$ cat config.mk
export PLATFORM = sky130hd
export DESIGN_NAME = load_store_controller
export DESIGN_NICKNAME = d
export VERILOG_FILES = /design/src/rtl/load_store_controller.sv
export SDC_FILE = /design/constraint.sdc
export NUM_CORES = 1
export LEC_CHECK = 0
export CORE_MARGIN = 2
export CORE_UTILIZATION = 50
export DETAILED_ROUTE_END_ITERATION = 8
export GPL_ROUTABILITY_DRIVEN = 0
export PLACE_DENSITY = 0.94
export SETUP_SLACK_MARGIN = 0.2
export SLEW_MARGIN = 20
export SYNTH_ARGS = -nofsm -noshare
export SYNTH_HDL_FRONTEND = slang
export SYNTH_SLANG_ARGS = --single-unit
export TNS_END_PERCENT = 50
$ cat constraint.sdc
create_clock -name clk -period 3.3 [get_ports clk]
set_clock_uncertainty 0.15 [all_clocks]
set_input_delay 0.33 -clock clk [delete_from_list [all_inputs] [get_ports clk]]
set_output_delay 0.33 -clock clk [all_outputs]
set_load 0.005 [all_outputs]
$ cat src/rtl/load_store_controller.sv
// load_store_controller: sequences one data-memory load/store at a time with lane steering, extension and error/timeout reporting.
module load_store_controller #(
  parameter int unsigned TIMEOUT = 16,
  parameter int unsigned CNT_W = 16
) (
  input  logic        clk,
  input  logic        reset,
  input  logic        req_valid,
  output logic        req_ready,
  input  logic        req_we,
  input  logic [1:0]  req_size,
  input  logic        req_unsigned,
  input  logic [31:0] req_addr,
  input  logic [31:0] req_wdata,
  output logic        resp_valid,
  output logic [31:0] resp_rdata,
  output logic        resp_err,
  output logic        mem_en,
  output logic        mem_we,
  output logic [31:0] mem_addr,
  output logic [3:0]  mem_be,
  output logic [31:0] mem_wdata,
  input  logic [31:0] mem_rdata,
  input  logic        mem_ready
);
  typedef enum logic [1:0] {IDLE, ISSUE, WAIT, RESP} state_t;
  state_t           state_q, state_d;
  logic [CNT_W-1:0] cnt_q, cnt_d;
  logic [1:0]       size_q, size_d, lane_q, lane_d;
  logic             uns_q, uns_d, mem_we_q, mem_we_d, resp_err_q, resp_err_d;
  logic [31:0]      mem_addr_q, mem_addr_d, mem_wdata_q, mem_wdata_d, resp_rdata_q, resp_rdata_d;
  logic [3:0]       mem_be_q, mem_be_d;
  logic             bad_req;
  logic [3:0]       st_be;
  logic [31:0]      st_wdata, ld_data;
  logic [7:0]       ld_byte;
  logic [15:0]      ld_half;
  always_comb begin
    bad_req  = (req_size == 2'b11) | (req_size == 2'b01 & req_addr[0]) | (req_size == 2'b10 & |req_addr[1:0]);
    st_be    = req_size == 2'b00 ? 4'b0001 << req_addr[1:0] :
               req_size == 2'b01 ? (req_addr[1] ? 4'b1100 : 4'b0011) : 4'b1111;
    st_wdata = req_size == 2'b00 ? {4{req_wdata[7:0]}} :
               req_size == 2'b01 ? {2{req_wdata[15:0]}} : req_wdata;
    ld_byte  = mem_rdata[{lane_q, 3'b000} +: 8];
    ld_half  = mem_rdata[{lane_q[1], 4'b0000} +: 16];
    ld_data  = size_q == 2'b00 ? {{24{~uns_q & ld_byte[7]}}, ld_byte} :
               size_q == 2'b01 ? {{16{~uns_q & ld_half[15]}}, ld_half} : mem_rdata;
  end
  always_comb begin
    state_d      = state_q;
    cnt_d        = cnt_q;
    size_d       = size_q;
    lane_d       = lane_q;
    uns_d        = uns_q;
    mem_we_d     = mem_we_q;
    mem_addr_d   = mem_addr_q;
    mem_be_d     = mem_be_q;
    mem_wdata_d  = mem_wdata_q;
    resp_rdata_d = resp_rdata_q;
    resp_err_d   = resp_err_q;
    case (state_q)
      IDLE: if (req_valid) begin
        if (bad_req) begin
          state_d      = RESP;
          resp_err_d   = 1'b1;
          resp_rdata_d = '0;
        end else begin
          state_d     = ISSUE;
          size_d      = req_size;
          lane_d      = req_addr[1:0];
          uns_d       = req_unsigned;
          mem_we_d    = req_we;
          mem_addr_d  = {req_addr[31:2], 2'b00};
          mem_be_d    = req_we ? st_be : 4'b1111;
          mem_wdata_d = req_we ? st_wdata : '0;
        end
      end
      ISSUE: begin
        state_d = WAIT;
        cnt_d   = '0;
      end
      WAIT: if (mem_ready) begin
        state_d      = RESP;
        resp_err_d   = 1'b0;
        resp_rdata_d = mem_we_q ? '0 : ld_data;
      end else if (TIMEOUT != 0) begin
        // the counter value names the current WAIT cycle, so expiry at TIMEOUT-1 yields TIMEOUT cycles
        if (cnt_q == CNT_W'(TIMEOUT - 1)) begin
          state_d      = RESP;
          resp_err_d   = 1'b1;
          resp_rdata_d = '0;
        end else cnt_d = cnt_q + 1'b1;
      end
      default: state_d = IDLE;
    endcase
  end
  always_ff @(posedge clk) begin
    if (reset) begin
      state_q      <= IDLE;
      cnt_q        <= '0;
      size_q       <= '0;
      lane_q       <= '0;
      uns_q        <= 1'b0;
      mem_we_q     <= 1'b0;
      mem_addr_q   <= '0;
      mem_be_q     <= '0;
      mem_wdata_q  <= '0;
      resp_rdata_q <= '0;
      resp_err_q   <= 1'b0;
    end else begin
      state_q      <= state_d;
      cnt_q        <= cnt_d;
      size_q       <= size_d;
      lane_q       <= lane_d;
      uns_q        <= uns_d;
      mem_we_q     <= mem_we_d;
      mem_addr_q   <= mem_addr_d;
      mem_be_q     <= mem_be_d;
      mem_wdata_q  <= mem_wdata_d;
      resp_rdata_q <= resp_rdata_d;
      resp_err_q   <= resp_err_d;
    end
  end
  assign req_ready  = (state_q == IDLE) & ~reset;
  assign mem_en     = state_q == ISSUE;
  assign resp_valid = state_q == RESP;
  assign mem_we     = mem_we_q;
  assign mem_addr   = mem_addr_q;
  assign mem_be     = mem_be_q;
  assign mem_wdata  = mem_wdata_q;
  assign resp_rdata = resp_rdata_q;
  assign resp_err   = resp_err_q;
endmodule

## Yosys cells after proc, flatten, opt, wreduce, memory -nomap -nowiden

Index checks and enable logic that the tools add are counted.

| operators by class | value |
|---|---|
| $add $sub $neg | 1 |
| equality and inequality tests | 13 |
| shifts and indexed selects | 3 |
| multiplexer cells | 28 |
| bitwise gates (word level) | 10 |
| reduce and logical (&&, ||, !) cells | 10 |

Operator list:

| cell | number |
|---|---|
| 32-bit two-way mux | 10 |
| 32-bit one-hot mux with 2 select lines | 1 |
| 16-bit two-way mux | 2 |
| 16-bit one-hot mux with 2 select lines | 1 |
| 32-bit by 6-bit variable part select with 16-bit output | 1 |
| 32-bit by 6-bit variable part select with 8-bit output | 1 |
| 16-bit by 1-bit adder with 16-bit output, second input constant | 1 |
| 16-bit by 4-bit equality test with 1-bit output, second input constant | 1 |
| 4-bit two-way mux | 4 |
| 2-bit equality test, second input constant | 4 |
| 2-bit two-way mux | 4 |
| 2-bit != test, second input constant | 4 |
| 2-bit by 1-bit equality test with 1-bit output, second input constant | 3 |
| 2-bit logical NOT | 3 |
| 2-bit one-hot mux with 3 select lines | 1 |
| 3-bit AND reduction | 2 |
| 1-bit bitwise AND | 5 |
| 1-bit two-way mux | 4 |
| 4-bit AND reduction | 1 |
| 2-bit nonzero test | 2 |
| 1-bit by 2-bit left shift with 4-bit output, first input constant | 1 |
| 3-bit != test, second input constant | 1 |
| 1-bit NOT | 3 |
| 1-bit OR | 2 |
| other kinds (3) | 3 |

| word-level totals | value |
|---|---|
| register bits | 123 |
| input port bits | 104 |
| output and inout bits | 105 |
| logic and storage cells | 76 |

## Logic depth before layout (Yosys ltp)

| depth | value |
|---|---|
| depth after elaboration | 7 |
| gate-level depth with buffers | 9 |
| mapped depth without buffers | 6 |

## Worst setup path after synthesis

Ideal clock, no wire load.

| timing path | value |
|---|---|
| path kind | register -> register |
| from | reg state_q[0] |
| to | reg cnt_q[7] |
| setup time | 0.060 ns |
| arrival time | 1.802 ns |
| data required time | 3.090 ns |
| slack | 1.288 ns |
| stages on the path, launching flop included | 8 |
| period minus slack after synthesis | 2.012 ns |
| cell sequence | dfxtp_1 > inv_1 > ha_1 > clkbuf_1 > a21o_1 > clkbuf_1 > or4_1 > nand2_1 |

| on the way | value |
|---|---|
| cells in the longest elaborated chain, start to end | 3 |

Ends and longest elaborated chain:

| item | line | RTL |
|---|---|---|
| start, declared | 27 | `state_t state_q, state_d;` |
| start signal, assigned | 111 | `state_q <= state_d;` |
| 2-bit equality test / 2-bit by 1-bit equality test with 1-bit output (equally long branches) | 61 | `case (state_q)` |
| 2-bit != test (no source line) / 2-bit nonzero test (equally long branches) | n/a |  |
| 3-bit AND reduction (no source line) | n/a |  |
| end signal, assigned | 112 | `cnt_q <= cnt_d;` |
| end, declared | 28 | `logic [CNT_W-1:0] cnt_q, cnt_d;` |

Several ways; a longest one is shown, not always the timed one.
A chain may end at the register's enable or synchronous reset.

## Worst setup path in the final report

| timing path | value |
|---|---|
| from | reg state_q[0] |
| to | reg cnt_q[15] |

The elaborated chain is that of the path after synthesis.

==> results.cfg <==
[timing]
layout_min_cycle_time_ns = 2.419
hold_violations = 0
finalCritPeriodShare_pct = 73.30
slew_violations = 0
rsz0062_at_grt = false
finalSetupTns_ns = 0
setup_viol_count_final = 0
tightest_slew_ns = 0.7763
slew-limit-headroom_pct = 48.25
fin_ws_ns = 0.8811
max_freq_ghz = 0.4134

[detailed_routing]
drcViolationCount = 0
postRouteWirelength_um = 19180
via_per_inst = 5.676
vias = 6295
drt_iter0_drc = 486
post_drt_wl_per_cell_um = 17.29
drt_first_pass_iters = 5
ant_nets = 0

[power]
irDropWorstVdd_uv = 472.4
swShare_pct = 28.70
seqPwrFrac_pct = 32.1
switchingPower_mw = 1.487
intPower_mw = 3.694
comb_power_share_pct = 26.6
p_per_area_mw_per_mm2 = 572.3
leakagePower_nw = 3.256
clock_power_share_pct = 41.3

[setup_path]
critPathMaxFanout = 11
crit_required_ns = 3.51
start_kind = register
r2r-end = cnt_q[15]$_SDFFE_PP0P_
critical_path_class = reg -> reg
reg2reg_depth = 6
crit_start = state_q[0]$_SDFFE_PP0P_
crit_arrival_ns = 2.63
cp-endpoint = cnt_q[15]$_SDFFE_PP0P_
cp-end-kind = register
r2r-start = state_q[0]$_SDFFE_PP0P_
rrSetupSlack_ns = 0.88

[floorplan]
rows = 41
dieArea_mm2 = 0.01353
start_util_pct = 50.59
dieHeight_um = 116.3
coreArea_mm2 = 0.01247
io_pins = 209
die_w_um = 116.3

[global_routing]
grt_pass1_wl_um = 29870
grt_pass1_vias = 6064
antenna_found_initial = 0
gr-usage-all-layers_pct = 28.36
gr-total-overflow = 0
grt_start_max_net_pins = 80

[synthesis]
yosysWarnings = 0
synth-edff-count = 0
yosysSeqAreaShare_pct = 39.05
synth-seq-cells = 123
syn-cell-area_mm2 = 0.006306
syn_avg_cell_area_um2 = 8.419
async_flop_share_pct = 0
synth_cells = 749
ys.flop_type = dfxtp_1
synth_cell_types = 61

[placement]
io_buffer_count = 206
dpl_worst_slack_ns = 0.6217
dpl.hpwl_um = 13300
place_area_mm2 = 0.008377

[hold_path]
hold_path.class = in -> reg

[final_layout]
antennaDiodeCount = 0
drive_gt1_share_pct = 8.645
design_area_mm2 = 0.009051
final_net_count = 1033
area_growth_pct = 43.53

[cts]
htree_levels = 4
cts_buffers = 17
cts-root-buf = clkbuf_16
ctsResizeCount = 0
insertion_delay_ns = 0.42
clk_pin_slew_ns = 0.05
cts_tree = done
cts_setup_buffers = 0
cts_buffer_depth = 2
hold_buffers = 0
clock-sinks = 123

[run]
drv_cap = 0

[outcome]
status = finished, final reports clean
==> layout by cell type (no fill, tap or decap), drive strengths merged, types with 20 or more instances in the layout <==
cell type,synthesis,final
nand3,40,40
clkbuf,41,20
a21oi,81,81
dfxtp,123,123
o21ai,49,49
mux2i,46,46
nand2b,38,38
clkdlybuf4s50,0,205
nand2,121,121
nor2,25,25
==> cell families after synthesis <==
group                    count (synthesis)  synth area share, %
flip-flops                             123                39.05
AO/OA/AOI/OAI                          180                16.94
XOR/XNOR                                 1               0.1389
buffers and inverters                   74                6.012
adder cells (fa/ha/maj)                  5               0.9921
other                                    1              0.05947
AND/OR/NAND/NOR                        293                23.43
multiplexers                            72                13.37
==> power by group through the flow <==
stage / registers, mW / clock network, mW / logic (mW)
after floorplan: 1.68 / 0 / 0.891
after global placement: 1.69 / 0 / 1.33
after detailed placement: 1.69 / 0 / 1.35
after CTS: 1.66 / 2.16 / 1.37
after global routing: 1.67 / 2.22 / 1.48
final: 1.66 / 2.14 / 1.38
==> per-layer routing <==
layer | GRT usage [%] | up-vias | routed length (um)
met5 | 0 | - | 0
met1 | 31.44 | 2942 | 7295
met4 | 13.49 | 0 | 536
met2 | 48.64 | 316 | 9581
met3 | 9.964 | 47 | 1761
li1 | - | 2990 | -
==> worst min-delay path by stage <==
stage	start	end	depth (start not counted)
finish	reset	cnt_q[1]$_SDFFE_PP0P_	2
global route	reset	cnt_q[1]$_SDFFE_PP0P_	2
CTS	reset	cnt_q[1]$_SDFFE_PP0P_	2
detailed placement	mem_wdata[4]$_SDFFE_PP0P_	mem_wdata[4]$_SDFFE_PP0P_	2
global placement	mem_wdata[23]$_SDFFE_PP0P_	mem_wdata[23]$_SDFFE_PP0P_	2
floorplan	mem_wdata[0]$_SDFFE_PP0P_	mem_wdata[0]$_SDFFE_PP0P_	2
==> cell usage after synthesis (2+ instances only) <==
cell type | count | area share [%]
a211o_1 | 7 | 0.97
a211oi_1 | 5 | 0.60
a21o_1 | 4 | 0.48
a21oi_1 | 80 | 6.3
and2_1 | 16 | 1.6
and3_1 | 4 | 0.40
and4_1 | 2 | 0.28
buf_12 | 3 | 0.95
buf_2 | 14 | 1.1
buf_4 | 3 | 0.36
buf_6 | 3 | 0.54
clkbuf_1 | 40 | 2.4
dfxtp_1 | 123 | 39
ha_1 | 5 | 0.99
inv_1 | 9 | 0.54
mux2_2 | 18 | 3.2
mux2i_1 | 46 | 7.3
mux4_2 | 8 | 2.9
nand2_1 | 121 | 7.2
nand2b_1 | 38 | 3.8
nand3_1 | 40 | 3.2
nand4_1 | 5 | 0.50
nand4b_1 | 2 | 0.28
nor2_1 | 25 | 1.5
nor2b_1 | 5 | 0.50
nor3_1 | 4 | 0.32
nor3b_1 | 9 | 1.1
nor4_1 | 5 | 0.50
o2111ai_1 | 8 | 1.1
o211ai_1 | 2 | 0.24
o21a_1 | 2 | 0.24
o21ai_0 | 49 | 3.9
o21bai_1 | 2 | 0.24
o22ai_1 | 7 | 0.69
or3_1 | 6 | 0.60
or4_1 | 3 | 0.36
or4_4 | 2 | 0.36
==> through the flow <==
stage | hold WS (ns) | cells | total power, mW | utilization, %
after floorplan | 0.2983 | 750 | 2.575 | -
after global placement | 0.2873 | 1077 | 3.013 | 67.20
after detailed placement | 0.2923 | 1077 | 3.046 | 67.20
after CTS | 0.1693 | 1109 | 5.188 | 72.61
after global routing | 0.2076 | 1109 | 5.375 | 72.61
final | 0.1839 | 1109 | 5.180 | 72.61
==> layout make-up <==
type                            count  area, um^2
Clock buffer                       20       456.7
Clock inverter                     12       217.7
Fill cell                         911        3415
Inverter                            9       33.78
Multi-Input combinational cell    553        3476
Sequential cell                   123        2462
Tap cell                          172       215.2
Timing Repair Buffer              220        2190
==> critical path, stage by stage, from the launching register on <==
cell and delay (ns):
dfxtp_1 0.40, inv_1 0.08, ha_1 0.51, a21boi_1 0.45, nand3_1 0.20, or4_1 0.50, nand2_1 0.07
==> flip-flops by register name (all words and copies together) (netlist names) <==
| register | cells |
|---|---|
| mem_wdata | 32 |
| cnt_q | 16 |
| state_q | 2 |
| resp_err | 1 |
| mem_addr | 30 |
| size_q | 2 |
| mem_we | 1 |
| uns_q | 1 |
| mem_be | 4 |
| lane_q | 2 |
| resp_rdata | 32 |
Power figures use the tool's default switching activity.
